--- src/rtl/booth_pkg.sv ---
// rtl/booth_pkg.sv - shared types and Booth step decode for booth_mult_seq
package booth_pkg;

  typedef enum logic [1:0] {
    IDLE = 2'd0,
    RUN  = 2'd1,
    DONE = 2'd2
  } state_e;

  // Codes match the {Q[0],Qm1} pair; 2'b11 collapses to NOP in booth_decode.
  localparam logic [1:0] BOOTH_NOP = 2'b00;
  localparam logic [1:0] BOOTH_ADD = 2'b01;
  localparam logic [1:0] BOOTH_SUB = 2'b10;

  function automatic logic [1:0] booth_decode(input logic q0, input logic qm1);
    return (q0 ^ qm1) ? {q0, qm1} : BOOTH_NOP;
  endfunction

endpackage

--- src/rtl/booth_addsub.sv ---
// rtl/booth_addsub.sv - combinational add/subtract/pass for one Booth step
module booth_addsub
  import booth_pkg::*;
#(
  parameter int W = 9
) (
  input  logic [W-1:0] a_i,
  input  logic [W-1:0] b_i,
  input  logic [1:0]   op_i,
  output logic [W-1:0] y_o
);

  always_comb begin
    case (op_i)
      BOOTH_ADD: y_o = a_i + b_i;
      BOOTH_SUB: y_o = a_i - b_i;
      default:   y_o = a_i;
    endcase
  end

endmodule

--- src/rtl/booth_mult_seq.sv ---
// rtl/booth_mult_seq.sv - sequential radix-2 Booth multiplier with start/busy/done
// Defining BOOTH_UNSIGNED_EN adds the is_signed port and unsigned operation.
module booth_mult_seq
  import booth_pkg::*;
#(
  parameter int WIDTH = 8
) (
  input  logic               clk,
  input  logic               rst_n,
  input  logic               start,
  input  logic [WIDTH-1:0]   data_q,
  input  logic [WIDTH-1:0]   data_m,
`ifdef BOOTH_UNSIGNED_EN
  input  logic               is_signed,
`endif
  output logic               busy,
  output logic               done,
  output logic [2*WIDTH-1:0] product
);

  localparam int AW = WIDTH + 1;
`ifdef BOOTH_UNSIGNED_EN
  localparam int QW = WIDTH + 1;
`else
  localparam int QW = WIDTH;
`endif
  localparam int PW = 2 * WIDTH;
  localparam int CW = $clog2(WIDTH + 2);

  state_e        state_q, state_d;
  logic [AW-1:0] a_q, m_q, a_sum, a_sh, m_ld;
  logic [QW-1:0] q_q, q_sh, q_ld;
  logic          qm1_q, qm1_sh;
  logic [CW-1:0] cnt_q, n_ld;
  logic [PW-1:0] product_q, product_d;
  logic [1:0]    op;
  logic          load, step, last;
`ifdef BOOTH_UNSIGNED_EN
  logic          sgn_q;
`endif

  assign op   = booth_decode(q_q[0], qm1_q);
  assign last = (cnt_q == CW'(1));

  booth_addsub #(.W(AW)) u_addsub (
    .a_i  (a_q),
    .b_i  (m_q),
    .op_i (op),
    .y_o  (a_sum)
  );

  // Arithmetic right shift of {A',Q,Qm1}: the sign of A' is replicated.
  assign {a_sh, q_sh, qm1_sh} = {a_sum[AW-1], a_sum, q_q};

`ifdef BOOTH_UNSIGNED_EN
  assign m_ld = {is_signed & data_m[WIDTH-1], data_m};
  assign q_ld = {is_signed & data_q[WIDTH-1], data_q};
  assign n_ld = is_signed ? CW'(WIDTH) : CW'(WIDTH + 1);
  // Signed runs stop one shift short, so the low product bits sit one place up in Q.
  assign product_d = sgn_q ? PW'({a_sh, q_sh[QW-1:1]}) : PW'({a_sh, q_sh});
`else
  assign m_ld = {data_m[WIDTH-1], data_m};
  assign q_ld = data_q;
  assign n_ld = CW'(WIDTH);
  assign product_d = PW'({a_sh, q_sh});
`endif

  always_comb begin
    state_d = state_q;
    load    = 1'b0;
    step    = 1'b0;
    case (state_q)
      IDLE: begin
        if (start) begin
          load    = 1'b1;
          state_d = RUN;
        end
      end
      RUN: begin
        step = 1'b1;
        if (last) state_d = DONE;
      end
      DONE: begin
        load    = start;
        state_d = start ? RUN : IDLE;
      end
      default: state_d = IDLE;
    endcase
  end

  always_ff @(posedge clk or negedge rst_n) begin
    if (!rst_n) begin
      state_q   <= IDLE;
      a_q       <= '0;
      m_q       <= '0;
      q_q       <= '0;
      qm1_q     <= 1'b0;
      cnt_q     <= '0;
      product_q <= '0;
`ifdef BOOTH_UNSIGNED_EN
      sgn_q     <= 1'b0;
`endif
    end else begin
      state_q <= state_d;
      if (load) begin
        a_q   <= '0;
        m_q   <= m_ld;
        q_q   <= q_ld;
        qm1_q <= 1'b0;
        cnt_q <= n_ld;
`ifdef BOOTH_UNSIGNED_EN
        sgn_q <= is_signed;
`endif
      end else if (step) begin
        a_q   <= a_sh;
        q_q   <= q_sh;
        qm1_q <= qm1_sh;
        cnt_q <= cnt_q - CW'(1);
        if (last) product_q <= product_d;
      end
    end
  end

  assign busy    = (state_q == RUN);
  assign done    = (state_q == DONE);
  assign product = product_q;

endmodule

--- config.mk ---
export PLATFORM = sky130hd
export DESIGN_NAME = booth_mult_seq
export DESIGN_NICKNAME = d
export VERILOG_FILES = /design/src/rtl/booth_pkg.sv /design/src/rtl/booth_addsub.sv /design/src/rtl/booth_mult_seq.sv
export SDC_FILE = /design/constraint.sdc
export NUM_CORES = 1
export LEC_CHECK = 0
export BUFFER_PORTS_ARGS = -buffer_cell sky130_fd_sc_hd__buf_2
export CORE_MARGIN = 5
export CORE_UTILIZATION = 35
export DETAILED_ROUTE_END_ITERATION = 10
export PLACE_DENSITY = 0.64
export SLEW_MARGIN = 10
export SYNTH_ARGS = -nofsm -noshare
export SYNTH_HDL_FRONTEND = slang
export SYNTH_SLANG_ARGS = --single-unit
--- constraint.sdc ---
create_clock -name clk -period 6.4 [get_ports clk]
set_input_delay 0 -clock clk [delete_from_list [all_inputs] [get_ports clk]]
set_output_delay 0 -clock clk [all_outputs]
set_load 0.01 [all_outputs]
[Word-level counts from Yosys, hierarchy flattened]
Cells that the tools add are included.
Word-level totals
  bits in registers: 48
  input bits: 19
  output and inout port bits: 18
  logic and storage cells: 40
Operators by class
  bitwise gates (word level): 2
  $add $sub $neg: 3
  multiplexer cells: 17
  reductions and logical operators: 4
  eq/ne operators: 7
Operators with widths (count)
  $mux W9: 2
  $pmux W9 S2: 1
  $mux W8: 2
  $add A9 B9 Y9: 1
  $sub A9 B9 Y9: 1
  $mux W4: 2
  $mux W2: 3
  $pmux W2 S3: 1
  $mux W1: 5
  $eq A2 B1 Y1 const B: 2
  $eq A2 B2 Y1 const B: 2
  $eq A4 B1 Y1 const B: 1
  $sub A4 B1 Y4 const B: 1
  $reduce_and A3 Y1: 1
  $logic_not A2 Y1: 1
  $ne A2 B1 Y1 const B: 1
  $ne A2 B2 Y1 const B: 1
  $pmux W1 S2: 1
  $reduce_and A2 Y1: 1
  $reduce_bool A2 Y1: 1
  $not A1 Y1: 1
  $xor A1 B1 Y1: 1

[Depth between registers and ports, before layout]
  word-level depth: 6
  depth in mapped cells: 12
  mapped depth without buffers: 11

[By module]
A second synthesis with hierarchy kept.
Second synthesis, totals
  cell total of the unflattened synthesis: 250
  area, all modules: 2576.2 um^2
By module, submodules not included
  booth_mult_seq: instances 1, area an instance 1909.3 um^2, cells each 157
  booth_addsub: instances 1, area an instance 666.9 um^2, cells each 93

[Worst setup path after synthesis]
Ideal clock, no wire load.
  path kind: reg-to-reg
  start point: register q_q[0]
  end point: register a_q[6]
  arrival: 2.197 ns
  setup slack: 4.081 ns
  required time: 6.278 ns
  cell stages (with the launch flop): 12
  buffers on the path: 1
  library setup time: 0.122 ns
  clock period less this slack: 2.319 ns
  cells stage by stage: dfrtp_1 > ha_1 > buf_6 > a21oi_1 > xnor2_1 > ha_1 > a21o_1 > a21oi_1 > nor2b_1 > a311oi_2 > mux2i_1 > nand2_1
Between the ends
  word-level cells in the longest chain between the ends: 6
  elaborated cells between the ends (all ways): 7
RTL lines
  start, declared: line booth_mult_seq.sv:32  | logic [QW-1:0] q_q, q_sh, q_ld;
  start signal, assigned: line booth_mult_seq.sv:108  | q_q <= q_ld;
  start signal, assigned: line booth_mult_seq.sv:116  | q_q <= q_sh;
  $xor A1 B1 Y1: line booth_pkg.sv:16  | return (q0 ^ qm1) ? {q0, qm1} : BOOTH_NOP;
  $mux W2 (*): line booth_pkg.sv:16
  $eq A2 B2 Y1 or $eq A2 B1 Y1 (tied branches): line booth_addsub.sv:14  | case (op_i)
  $pmux W9 S2 (*): line booth_addsub.sv:14
  $mux W9 (*): line booth_mult_seq.sv:114  | end else if (step) begin
  $mux W9 (*): line booth_mult_seq.sv:105  | if (load) begin
  end signal, assigned: line booth_mult_seq.sv:115  | a_q <= a_sh;
  end, declared: line booth_mult_seq.sv:31  | logic [AW-1:0] a_q, m_q, a_sum, a_sh, m_ld;
Mark *: on every way between the ends. The rest lies on a longest branch, timed or not. The select of a mux whose other input is x is not followed.
A chain may end at the register's enable or synchronous reset.

[Final worst setup path]
  start point: register qm1_q
  end point: register a_q[4]
Between the ends
  word-level cells in the longest chain between the ends: 6
  elaborated cells between the ends (all ways): 7
RTL lines
  start, declared: line booth_mult_seq.sv:33  | logic qm1_q, qm1_sh;
  start signal, assigned: line booth_mult_seq.sv:117  | qm1_q <= qm1_sh;
  $xor A1 B1 Y1: line booth_pkg.sv:16
  $mux W2 (*): line booth_pkg.sv:16
  $eq A2 B2 Y1 or $eq A2 B1 Y1 (tied branches): line booth_addsub.sv:14
  $pmux W9 S2 (*): line booth_addsub.sv:14
  $mux W9 (*): line booth_mult_seq.sv:114
  $mux W9 (*): line booth_mult_seq.sv:105
Marked as above.

==> impl_metrics.ini <==
[power]
irDropWorstVdd_uv = 196
power_leakage_nw = 1.47
power_mw = 1.87
power_density_nw_per_um2 = 629

[yosys]
synth_xor_area_share_pct = 4.99
yosys_warnings = 0
synth_nets = 301
synth_compound_area_share_pct = 14.5
yosys.area_share.simple_pct = 19.0
yosysUniqueCellTypes = 41
netlist_instances = 269
seq_area_frac_synth_pct = 47.9
synth_top_family_by_area = simple AND/OR/NAND/NOR gates
synthAdderAreaFrac_pct = 6.93
synth_mux_area_share_pct = 2.50
postSynthAreaPerCell_um2 = 9.13
synth-seq-cells = 47
synth.cell_area_um2 = 2460

[drt]
dr.pass1.iters = 4
drt-total-wl_um = 5570
vias_per_cell = 4.84
drt-initial-drc-count = 118
drt-wirelength-per-cell_um = 13.4
via_count = 2015
drc = 0
drtAntennaViolNets = 0

[setup_path]
rr_endpoint = a_q[4]
crit_path_end_kind = register
crit_buf_inv = 1
start_kind = register
ff2ff_setup_slack_ps = 3750
crit_slowest_cell = dfrtp_1
criticalPathCategory = register to register
cp.arrival_ps = 2810
crit_family = compound AO/OA/AOI/OAI gates
r2r_cells = 10
worstPathRequired_ps = 6570
max_stage_delay_ps = 390
rr_startpoint = qm1_q
worstPathMaxFanout = 8
path_cells = inv_1 > ha_1 > mux2i_1 > ha_1 > nor2b_1 > o21ai_1 > a21oi_1 > or3_1 > a31oi_1 > o21ai_1

[hold_path]
min_path_cells = 3
min_path_type = input pin to register
min_to = cnt_q[3]
min-delay-start = start

[clocking]
cts_tree = yes
post_cts_buffers = 0
cts-root-buf = clkbuf_8
clk_pin_slew_worst_paths_ps = 90
ctsHoldBuffers = 17
clock_latency_ps = 310
clock_path_buffers = 2
htreeDepth = 2
ctsResizeCount = 0
cts_made_buffers = 5
numClockSinks = 47

[timing]
finalSetupViolCount = 0
maxClockFrequency_mhz = 378
rsz0062_at_grt = no
worstMarginPinSlew_ps = 1050
drv_slew = 0
period_share_pct = 41.4
setup_tns_ps = 0
fin_worst_skew_ps = 9.61
slew_headroom_pct = 29.9
finalHoldViolCount = 0
fin_crit_ps = 2650

[floorplan]
die_h_um = 93.8
coreArea_um2 = 6790
start_util_pct = 36.2
die-area_um2 = 8790
rows = 30
io_pins = 37
die_w_um = 93.8

[global_routing]
antenna_found_initial = 0
grt_pass1_wl_um = 9380
overflow = 0
grt_max_degree = 48
first_global_vias = 2007
grt_usage_pct = 13.4

[finish]
drive_gt1_share_pct = 16.3
nNetsFinal = 351
fin_area_um2 = 2970
n_antenna_cell = 0
area_growth_pct = 21.0

[placement]
numPortBuffers = 36
place_congestion = 0.920
placed_cell_area_um2 = 2710
dp_hpwl_um = 4010

[status]
outcome = complete, no violations

[flow_run]
maxCapViolCount = 0
[worst reg2reg max path: cells and delay by family (launching register included)]
kind | cells | cell delay (ps)
buffers and inverters | 1 | 60
muxes | 1 | 370
and+or+nand+nor | 2 | 450
AOI/OAI and AO/OA | 4 | 640
adders and majority gates | 2 | 630
DFF | 1 | 390
[cells by family after synthesis]
family                     Yosys count
AOI/OAI and AO/OA                   57
xor gates and xnor gates            14
adders and majority gates           13
buffers and inverters               25
DFF                                 47
muxes                                6
and+or+nand+nor                    107
[layout make-up]
| cell class | instances | area [µm²] |
|---|---|---|
| tap | 96 | 120 |
| sequential | 47 | 1180 |
| clock inverter | 2 | 17.5 |
| timing repair buffer | 54 | 358 |
| inverter | 14 | 52.6 |
| fill | 689 | 3820 |
| multi-input combinational | 197 | 1180 |
| clock buffer | 6 | 72.6 |
[power by group]
part           switching, mW  internal [mW]
clock                  0.103         0.0785
sequential             0.115          0.441
combinational          0.652          0.481
[metal layers]
layer	vias to the layer above	track usage [%]	share of wire, %
met2	34	23.7	51
met4	0	4.09	1.7
li1	1007	-	-
met1	967	16.4	45
met3	7	2.72	2.9
met5	-	0	0
[worst max path at each step]
stage	startpoint	to	slack, ps	cells after the start
after global routing	qm1_q	a_q[4]	3610	10
after detailed placement	qm1_q	a_q[4]	3730	10
after CTS	qm1_q	a_q[4]	3720	10
final	qm1_q	a_q[4]	3750	10
after global placement	qm1_q	a_q[4]	3880	10
after floorplan	q_q[0]	a_q[6]	4080	11
[metrics by stage]
step	hold WS, ps	utilization (%)	std cells	setup WS (ps)
after floorplan	-296	-	269	4080
after global placement	192	39.9	391	3880
after detailed placement	192	39.9	391	3730
after CTS	166	43.8	416	3720
after global routing	183	43.8	416	3610
final	146	43.8	416	3750
[sequential cells by signal, indices dropped and copies added, names as in the netlist]
register	cells
q_q	8
product	16
state_q	2
qm1_q	1
m_q	8
a_q	8
cnt_q	4
[cell usage after synthesis, drive strengths merged]
| library cell | number | share of area (%) |
|---|---|---|
| mux2i | 5 | 2.0 |
| nand2 | 74 | 11 |
| o21a | 1 | 0.31 |
| ha | 12 | 6.1 |
| a21o | 1 | 0.31 |
| inv | 14 | 2.1 |
| mux2 | 1 | 0.46 |
| nand2b | 2 | 0.51 |
| nor2b | 4 | 1.0 |
| nor3b | 1 | 0.31 |
| xnor2 | 11 | 3.9 |
| a41o | 1 | 0.41 |
| o21ai | 24 | 4.9 |
| a211o | 1 | 0.36 |
| nor3 | 5 | 1.5 |
| a31oi | 4 | 1.0 |
| xor2 | 3 | 1.1 |
| a32oi | 1 | 0.36 |
| nand3 | 3 | 0.61 |
| o31ai | 1 | 0.31 |
| dfrtp | 47 | 48 |
| a22o | 2 | 0.71 |
| nor4 | 1 | 0.25 |
| fa | 1 | 0.82 |
| buf | 3 | 0.87 |
| a311oi | 1 | 0.61 |
| clkbuf | 8 | 1.2 |
| a211oi | 1 | 0.51 |
| a22oi | 8 | 2.4 |
| and2 | 1 | 0.25 |
| a21oi | 11 | 2.2 |
| nor2 | 11 | 1.8 |
| and4 | 1 | 0.36 |
| and3 | 3 | 0.76 |
| or3 | 1 | 0.25 |
[cells in the final DEF, fill, tap and decap left out, drive strengths merged, types with 3 or more instances in the layout]
master,netlist,final
a21oi,11,11
a22oi,8,8
a31oi,4,4
and3,3,3
buf,3,37
clkbuf,8,6
dfrtp,47,47
dlygate4sd3,0,17
ha,12,12
inv,14,14
mux2i,5,5
nand2,74,74
nand3,3,3
nor2,11,11
nor2b,4,4
nor3,5,5
o21ai,24,24
xnor2,11,11
xor2,3,3
(Power assumes the default switching activity.)
